===== src/rtl/seg7_pkg.sv =====
// Shared definitions for the seven-segment display blocks: digit count,
// segment encoding helpers and the packed display-output bundle.
package seg7_pkg;

  localparam int NUM_DIGITS = 8;
  localparam int NIBBLE_W   = 4;
  localparam int SEG_W      = 7;

  // Segment pattern with every segment dark (active-high encoding).
  localparam logic [SEG_W-1:0] SEG_OFF = 7'h00;

  typedef logic [SEG_W-1:0] seg_t;

  // One display update: digit enables, segments {g,f,e,d,c,b,a}, decimal point.
  typedef struct packed {
    logic [NUM_DIGITS-1:0] an;
    seg_t                  seg;
    logic                  dp;
  } disp_t;

  localparam int DISP_W = $bits(disp_t);

  // Hex nibble to active-high segment pattern, bit0 = segment a.
  function automatic seg_t hex2seg(input logic [NIBBLE_W-1:0] nib);
    seg_t s;
    case (nib)
      4'h0:    s = 7'h3F;
      4'h1:    s = 7'h06;
      4'h2:    s = 7'h5B;
      4'h3:    s = 7'h4F;
      4'h4:    s = 7'h66;
      4'h5:    s = 7'h6D;
      4'h6:    s = 7'h7D;
      4'h7:    s = 7'h07;
      4'h8:    s = 7'h7F;
      4'h9:    s = 7'h6F;
      4'hA:    s = 7'h77;
      4'hB:    s = 7'h7C;
      4'hC:    s = 7'h39;
      4'hD:    s = 7'h5E;
      4'hE:    s = 7'h79;
      default: s = 7'h71;
    endcase
    return s;
  endfunction

endpackage


===== src/rtl/seg7_hex_decode.sv =====
// Combinational hex-digit to seven-segment decoder (active-high, bit0 = a).
module seg7_hex_decode
  import seg7_pkg::*;
(
  input  logic [NIBBLE_W-1:0] nibble_i,
  output logic [SEG_W-1:0]    seg_o
);

  assign seg_o = hex2seg(nibble_i);

endmodule


===== src/rtl/seg7_scan.sv =====
// Time-multiplexed 8-digit hex display driver. A prescaler sets the slot
// length, the digit index walks 0..7, and the displayed word is latched
// only at the frame boundary so a frame never mixes two input words.
module seg7_scan
  import seg7_pkg::*;
#(
  parameter int REFRESH_DIV = 100000,
  parameter int BLANK_CYC   = 16,
  parameter int ACTIVE_LOW  = 1
) (
  input  logic                         clk,
  input  logic                         rst,
  input  logic [NUM_DIGITS*NIBBLE_W-1:0] data_in,
  input  logic                         en,
  input  logic                         blank_lz,
  input  logic [NUM_DIGITS-1:0]        dp_mask,
  output logic [NUM_DIGITS-1:0]        an,
  output logic [SEG_W-1:0]             seg,
  output logic                         dp,
  output logic                         frame_done
);

  localparam int WORD_W = NUM_DIGITS * NIBBLE_W;
  localparam int PW     = (REFRESH_DIV > 1) ? $clog2(REFRESH_DIV) : 1;

  localparam logic [PW-1:0] PCNT_LAST  = PW'(REFRESH_DIV - 1);
  localparam logic [PW-1:0] PCNT_BLANK = PW'(BLANK_CYC);
  localparam logic [2:0]    IDX_LAST   = 3'(NUM_DIGITS - 1);

  // XOR mask applied to the active-high display bundle; also the idle value.
  localparam logic [DISP_W-1:0] POL_MASK = (ACTIVE_LOW != 0) ? '1 : '0;

  logic [PW-1:0]     pcnt_q, pcnt_d;
  logic [2:0]        idx_q, idx_d;
  logic [WORD_W-1:0] shadow_q, shadow_d;
  logic              frame_done_q, frame_done_d;
  disp_t             disp_q, disp_d;

  logic              pcnt_wrap;
  logic              frame_end;
  logic [NIBBLE_W-1:0] cur_nibble;
  seg_t              cur_seg;
  logic [NUM_DIGITS-1:0] lz_blank;
  logic              lit;
  disp_t             disp_act;

  assign pcnt_wrap = (pcnt_q == PCNT_LAST);
  assign frame_end = pcnt_wrap && (idx_q == IDX_LAST);

  // Next-state for the prescaler, digit index, shadow word and frame pulse.
  always_comb begin
    pcnt_d       = pcnt_wrap ? '0 : pcnt_q + 1'b1;
    idx_d        = pcnt_wrap ? idx_q + 3'd1 : idx_q;
    shadow_d     = frame_end ? data_in : shadow_q;
    frame_done_d = frame_end;
  end

  // A digit is a leading zero when it and every more significant nibble are
  // zero; the rightmost digit always stays visible so zero still reads "0".
  generate
    for (genvar gi = 0; gi < NUM_DIGITS; gi++) begin : g_lz
      if (gi == 0) begin : g_lsd
        assign lz_blank[gi] = 1'b0;
      end else begin : g_upper
        assign lz_blank[gi] = blank_lz && (shadow_q[WORD_W-1:gi*NIBBLE_W] == '0);
      end
    end
  endgenerate

  assign cur_nibble = shadow_q[NIBBLE_W*idx_q +: NIBBLE_W];

  seg7_hex_decode u_decode (
    .nibble_i (cur_nibble),
    .seg_o    (cur_seg)
  );

  // The first BLANK_CYC cycles of each slot stay dark so the previous
  // digit's segments never ghost onto the newly enabled anode.
  assign lit = en && (pcnt_q >= PCNT_BLANK) && !lz_blank[idx_q];

  // Active-high view of the display for the current slot.
  always_comb begin
    disp_act.an  = '0;
    disp_act.seg = SEG_OFF;
    disp_act.dp  = 1'b0;
    if (lit) begin
      disp_act.an  = NUM_DIGITS'(1) << idx_q;
      disp_act.seg = cur_seg;
      disp_act.dp  = dp_mask[idx_q];
    end
  end

  // Apply output polarity ahead of the output registers.
  always_comb begin
    disp_d = disp_t'(disp_act ^ POL_MASK);
  end

  // State and output registers; reset returns every output to its inactive level.
  always_ff @(posedge clk) begin
    if (rst) begin
      pcnt_q       <= '0;
      idx_q        <= '0;
      shadow_q     <= '0;
      frame_done_q <= 1'b0;
      disp_q       <= disp_t'(POL_MASK);
    end else begin
      pcnt_q       <= pcnt_d;
      idx_q        <= idx_d;
      shadow_q     <= shadow_d;
      frame_done_q <= frame_done_d;
      disp_q       <= disp_d;
    end
  end

  assign an         = disp_q.an;
  assign seg        = disp_q.seg;
  assign dp         = disp_q.dp;
  assign frame_done = frame_done_q;

endmodule


===== config.mk =====
export PLATFORM = sky130hd
export DESIGN_NAME = seg7_scan
export DESIGN_NICKNAME = d
export VERILOG_FILES = /design/src/rtl/seg7_pkg.sv /design/src/rtl/seg7_hex_decode.sv /design/src/rtl/seg7_scan.sv
export SDC_FILE = /design/constraint.sdc
export NUM_CORES = 1
export LEC_CHECK = 0
export ABC_AREA = 1
export CAP_MARGIN = 0
export CORE_MARGIN = 2
export CORE_UTILIZATION = 40
export DETAILED_ROUTE_END_ITERATION = 8
export DONT_BUFFER_PORTS = 1
export GPL_TIMING_DRIVEN = 1
export HOLD_SLACK_MARGIN = 0.06
export PLACE_DENSITY_LB_ADDON = 0.08
export SLEW_MARGIN = 20
export SYNTH_ARGS = -nofsm -noshare
export SYNTH_HDL_FRONTEND = slang
export SYNTH_SLANG_ARGS = --single-unit

===== constraint.sdc =====
create_clock -name clk -period 3.47 [get_ports clk]
set_input_delay 0.1735 -clock clk [delete_from_list [all_inputs] [get_ports clk]]
set_output_delay 0.1735 -clock clk [all_outputs]
set_load 0.01 [all_outputs]

* After elaboration in Yosys (flattened, before gate mapping)
Memory sizes are Yosys's and may differ from the RTL's.
Index checks and enable logic that the tools add are counted.
** Cells by class
- Order comparisons :: 2
- Add/sub/neg operators :: 2
- Multiplexer cells :: 5
- Bitwise logic cells :: 1
- Reduce and logical (&&, ||, !) cells :: 19
- Equal/unequal tests :: 2
- Shift operators :: 2
** Operators with widths (count)
- variable part select 32 x 6 -> 4 bit :: 1
- zero test 28 bit :: 1
- zero test 24 bit :: 1
- zero test 20 bit :: 1
- adder 17 x 1 -> 17 bit, second input constant :: 1
- == test 17 bit, second input constant :: 1
- greater-or-equal comparator 17 x 5 -> 1 bit, second input constant :: 1
- zero test 16 bit :: 1
- two-way mux 16 bit :: 1
- inverter 16 bit :: 1
- zero test 12 bit :: 1
- logical AND 1 bit :: 10
- zero test 8 bit :: 1
- left shift 1 x 3 -> 8 bit, first input constant :: 1
- binary-select mux 1 bit (select 3 bit) :: 2
- zero test 4 bit :: 1
- < comparator 3 x 4 -> 1 bit, second input constant :: 1
- adder 3 x 1 -> 3 bit, second input constant :: 1
- == test 3 bit, second input constant :: 1
- two-way mux 1 bit :: 2
- OR reduction 2 bit :: 1
- zero test 1 bit :: 1
** Word-level totals
- Memory bits (read-only) :: 112
- Logic and storage cells :: 41
- Memories kept :: 1
- Bits in registers :: 69
** Memory list
- (name not given) :: words 16, bits a word 7, rd ports 1, clocked after memory_dff 0, wr ports 0, RTL line seg7_pkg.sv:26 : case (nib)

* Depth between registers and ports, before layout
- Depth after elaboration :: 8
- Gate-level depth with buffers :: 13

* Hierarchy
A second synthesis with hierarchy kept.
** Unflattened totals
- Cell total of the unflattened synthesis :: 539
- Area, all modules :: 3540.9 um^2
** By module, submodules not included
- seg7_scan :: seq. area each 1381.3 um^2, area an instance 3270.6 um^2, times used 1, cells an instance 487
- seg7_hex_decode :: seq. area each 0.0 um^2, area an instance 270.3 um^2, times used 1, cells an instance 52

* Worst setup path before layout
Ideal clock, no wire load.
- Path kind :: reg-to-reg
- Start point :: register idx_q[0]
- End point :: register disp_q, in the netlist seg[3]
- Data required time :: 3347 ps
- Period minus slack after synthesis :: 1744 ps
- Library setup time :: 123 ps
- Slack :: 1726 ps
- Cell stages (with the launch flop) :: 13
- Arrival time :: 1621 ps
- Cells stage by stage :: dfxtp_1 buf_4 buf_2 nand2_1 nand3_1 nand3_1 nand2_1 inv_1 ha_1 inv_1 nand3_1 nand3_1 nand3_1
** Between the ends
- Word-level cells in the longest chain between the ends :: 6
- Elaborated cells between the ends (all ways) :: 8
** Ends and longest elaborated chain
- start, declared :: RTL line seg7_scan.sv:34 : logic [2:0] idx_q, idx_d;
- start signal, assigned :: RTL line seg7_scan.sv:108 : idx_q <= idx_d;
- branches (longest 4 deep; another with memory (16 x 7 bit))
- two-way mux 16 bit (*) :: RTL line seg7_scan.sv:86 : if (lit) begin
- inverter 16 bit (no line) (*)
- end signal, assigned :: RTL line seg7_scan.sv:105 : disp_q <= disp_t'(POL_MASK);
- end signal, assigned :: RTL line seg7_scan.sv:111 : disp_q <= disp_d;
- end, declared :: RTL line seg7_scan.sv:37 : disp_t disp_q, disp_d;
Every way passes the cells marked *. The select of a mux whose other input is x is not followed.
A chain may end at the register's enable or synchronous reset.

* Worst setup path in the final report
- Start point :: register idx_q[1]
- End point :: register disp_q, in the netlist seg[5]
Same word-level chain as after synthesis.

==> summary.txt <==
Result of the run: completed
Sequence of cells on the critical path: inv_1 > nand3_1 > nand3_1 > nand2_1 > inv_1 > ha_1 > inv_1 > nand3_1 > nand3_1 > nand3_1
H-tree depth reported by CTS: 3
Net count after synthesis: 612
Synth async-reset ratio: 0%
Measured slew at the worst slew-check pin: 722.3 ps
Final HPWL DP: 5988 um
Post-placement setup slack: 1139 ps
Layout Area Growth over Synthesis: 15.53%
DRT Wirelength: 8335 um
Final worst slack: 1123 ps
DRC violation count after routing: 0
Startpoint class of the critical path: flip-flop
Vias in the first global route: 3067
WHS: 151.3 ps
Worst vdd rail ir drop: 0.0002006 V
Number of antenna violations at the first check in global routing: 0
Antenna Nets Post-Route: 0
Setup violations, final: 0
Clock tree from TritonCTS: yes
Power per cell area: 376.7 nW/um^2
Register-to-register setup slack: 1120 ps
FF-to-FF path depth: 10
Setup TNS: 0 ps
Critical path required time: 3700 ps
Global-route usage over all layers: 17.98%
Final GP Congestion: 0.8166
Gate Count Post-Synth: 554
Worst-case clock buffer depth: 2
Largest net degree at the start of global routing: 65
Post-CTS setup-driven buffer insertion count: 0
Std-Cell Rows: 35
Average size of a mapped cell: 6.644 um^2
CTS Buf Count: 9
Max transition margin: 51.85%
First-pass GRT wire length: 14430 um
Clock root buffer: clkbuf_8
Crit path DAT: 2570 ps
Remaining global-route overflow: 0
Total number of yosys warnings: 0
Post-cts sizing count: 0
Final antenna diode count: 0
Combined area of all synthesized cells: 3681 um^2
Final worst path period share: 67.64%
Total clock sinks: 69
RSZ-0062 raised after global routing: no
Clock-pin slew of the registers on the worst-case setup and hold paths: 80 ps
Worst-Skew Late Latency: 340 ps
Final critical-path required period: 2347 ps
Fraction of the yosys area taken by sequential cells: 37.53%
Number of hold violations in the final report: 0
Number of flops mapped to enable cells by yosys: 0
Critical path type: flip-flop to flip-flop
Die Span X: 99.93 um
Number of pins with negative max-slew slack in the final report: 0
Post-DR wirelength/cell: 11.94 um
Number of buffers inserted by port buffering: 0
Synth unique cells: 30
Worst stage delay on the critical path: 620 ps
Placed insts: 649
Fmax: 426.1 MHz
Number of cells on the worst hold path: 4
Type of the worst min-delay path: primary input to flip-flop
1st-iter DRT viols: 128
Number of storage elements in the synthesis netlist: 69
Static leakage: 1.926 nW
Nets: 640
Largest fanout of any net on the critical path: 16
Non-Filler Instances: 698
Final worst clock skew: 10.65 ps
Max-cap check violation count: 0
Cell seen most often among critical-path stages: nand3_1
Height of the die: 99.93 um
Core box area: 9065 um^2
Via/cell ratio: 4.668
Via count: 3258
Die area: 9986 um^2
Initial Util: 40.61%
Worst path slowest cell: dfxtp_1
Category of the worst setup path capture point: flip-flop
First-pass detailed-route iteration total: 4
Fraction of final layout cells with drive strength greater than 1: 7.155%
Number of top-level pins: 61
Most common flop cell mapped by yosys: dfxtp_1
==> Yosys cell counts (4+ instances only) <==
| cell type | instances | area (um^2) |
|---|---|---|
| nor2_1 | 70 | 262.8 |
| o21ai_0 | 10 | 50.05 |
| nand2_1 | 135 | 506.7 |
| buf_2 | 5 | 25.02 |
| nor3_1 | 6 | 30.03 |
| nand2_2 | 10 | 62.56 |
| a21oi_1 | 18 | 90.09 |
| nand3_1 | 53 | 265.3 |
| inv_1 | 93 | 349.1 |
| ha_1 | 14 | 175.2 |
| inv_2 | 4 | 15.01 |
| dfxtp_1 | 69 | 1381 |
| buf_6 | 7 | 78.83 |
| o21ai_1 | 32 | 160.2 |
==> power breakdown <==
part           leakage [nW]  internal (W)  switching [W]
Combinational          1.25     0.0000357      0.0000256
Sequential            0.557      0.000794     0.00000220
Clock                 0.116      0.000442       0.000302
==> per-stage QoR <==
| step | utilization, % | area [um^2] | total power, W |
|---|---|---|---|
| 6_report | 46.92 | 4253 | 0.001602 |
| 5_1_grt | 46.92 | 4253 | 0.001664 |
| 4_1_cts | 46.92 | 4253 | 0.001628 |
| 3_5_place_dp | 40.79 | 3697 | 0.0008463 |
| 3_3_place_gp | 40.79 | 3697 | 0.0008455 |
| 2_1_floorplan | - | 3681 | 0.0008398 |
==> flip-flops by register name, summed over array words and instances (netlist names) <==
| signal | cells |
|---|---|
| idx_q | 3 |
| pcnt_q | 17 |
| shadow_q | 32 |
| an | 8 |
| seg | 7 |
| frame_done | 1 |
| dp | 1 |
==> per-layer routing <==
layer	vias to the layer above	track usage (%)	wire length (um)
met3	11	3.064	350
met2	63	28.22	3625
met5	-	0	0
li1	1758	-	-
met4	0	5.690	120
met1	1426	25.26	4238
==> worst paths after layout <==
path,startpoint,to
hold / removal,dp_mask[6],dp
hold reg to reg,pcnt_q[0],pcnt_q[0]
setup / recovery,idx_q[1],seg[5]
setup reg to reg,idx_q[1],seg[5]
==> critical path: cells and delay by family (launching register included) <==
| family | cells | cell delay (ps) |
|---|---|---|
| adder cells (fa/ha/maj) | 1 | 210 |
| buffers and inverters | 3 | 590 |
| flip-flops | 1 | 620 |
| AND/OR/NAND/NOR | 6 | 820 |
==> cells by family after synthesis <==
family	synth area share, %
simple gates	34.26
buf+inv	13.80
flops	37.53
compound gates	8.940
fa+ha+maj	4.759
xor+xnor	0.7139
==> what timing repair did <==
item                                    4_1_cts  5_1_grt
hold endpoints to repair                     34        0
endpoints found under the setup margin        0        0
hold buffers                                 33        0
==> cells in the final DEF, fill, tap and decap left out, drive strengths merged, types with 2 or more instances in the layout <==
cell type,count
clkinv,2
xor2,3
dlygate4sd3,33
a32o,2
nand4,4
bufinv,2
clkbuf,12
ha,14
o21ai,42
nor2,75
nand3,54
inv,98
dfxtp,69
nand2,145
nor3,7
a21oi,19
buf,2
==> layout make-up <==
type	instances	area, um^2
Multi-Input combinational cell	369	1792
Clock inverter	4	70.07
Timing Repair Buffer	35	345.3
Inverter	98	370.4
Sequential cell	69	1381
Clock buffer	12	155.1
Fill cell	991	4812
Tap cell	111	138.9
No activity file was read; power rests on OpenSTA's default activity.
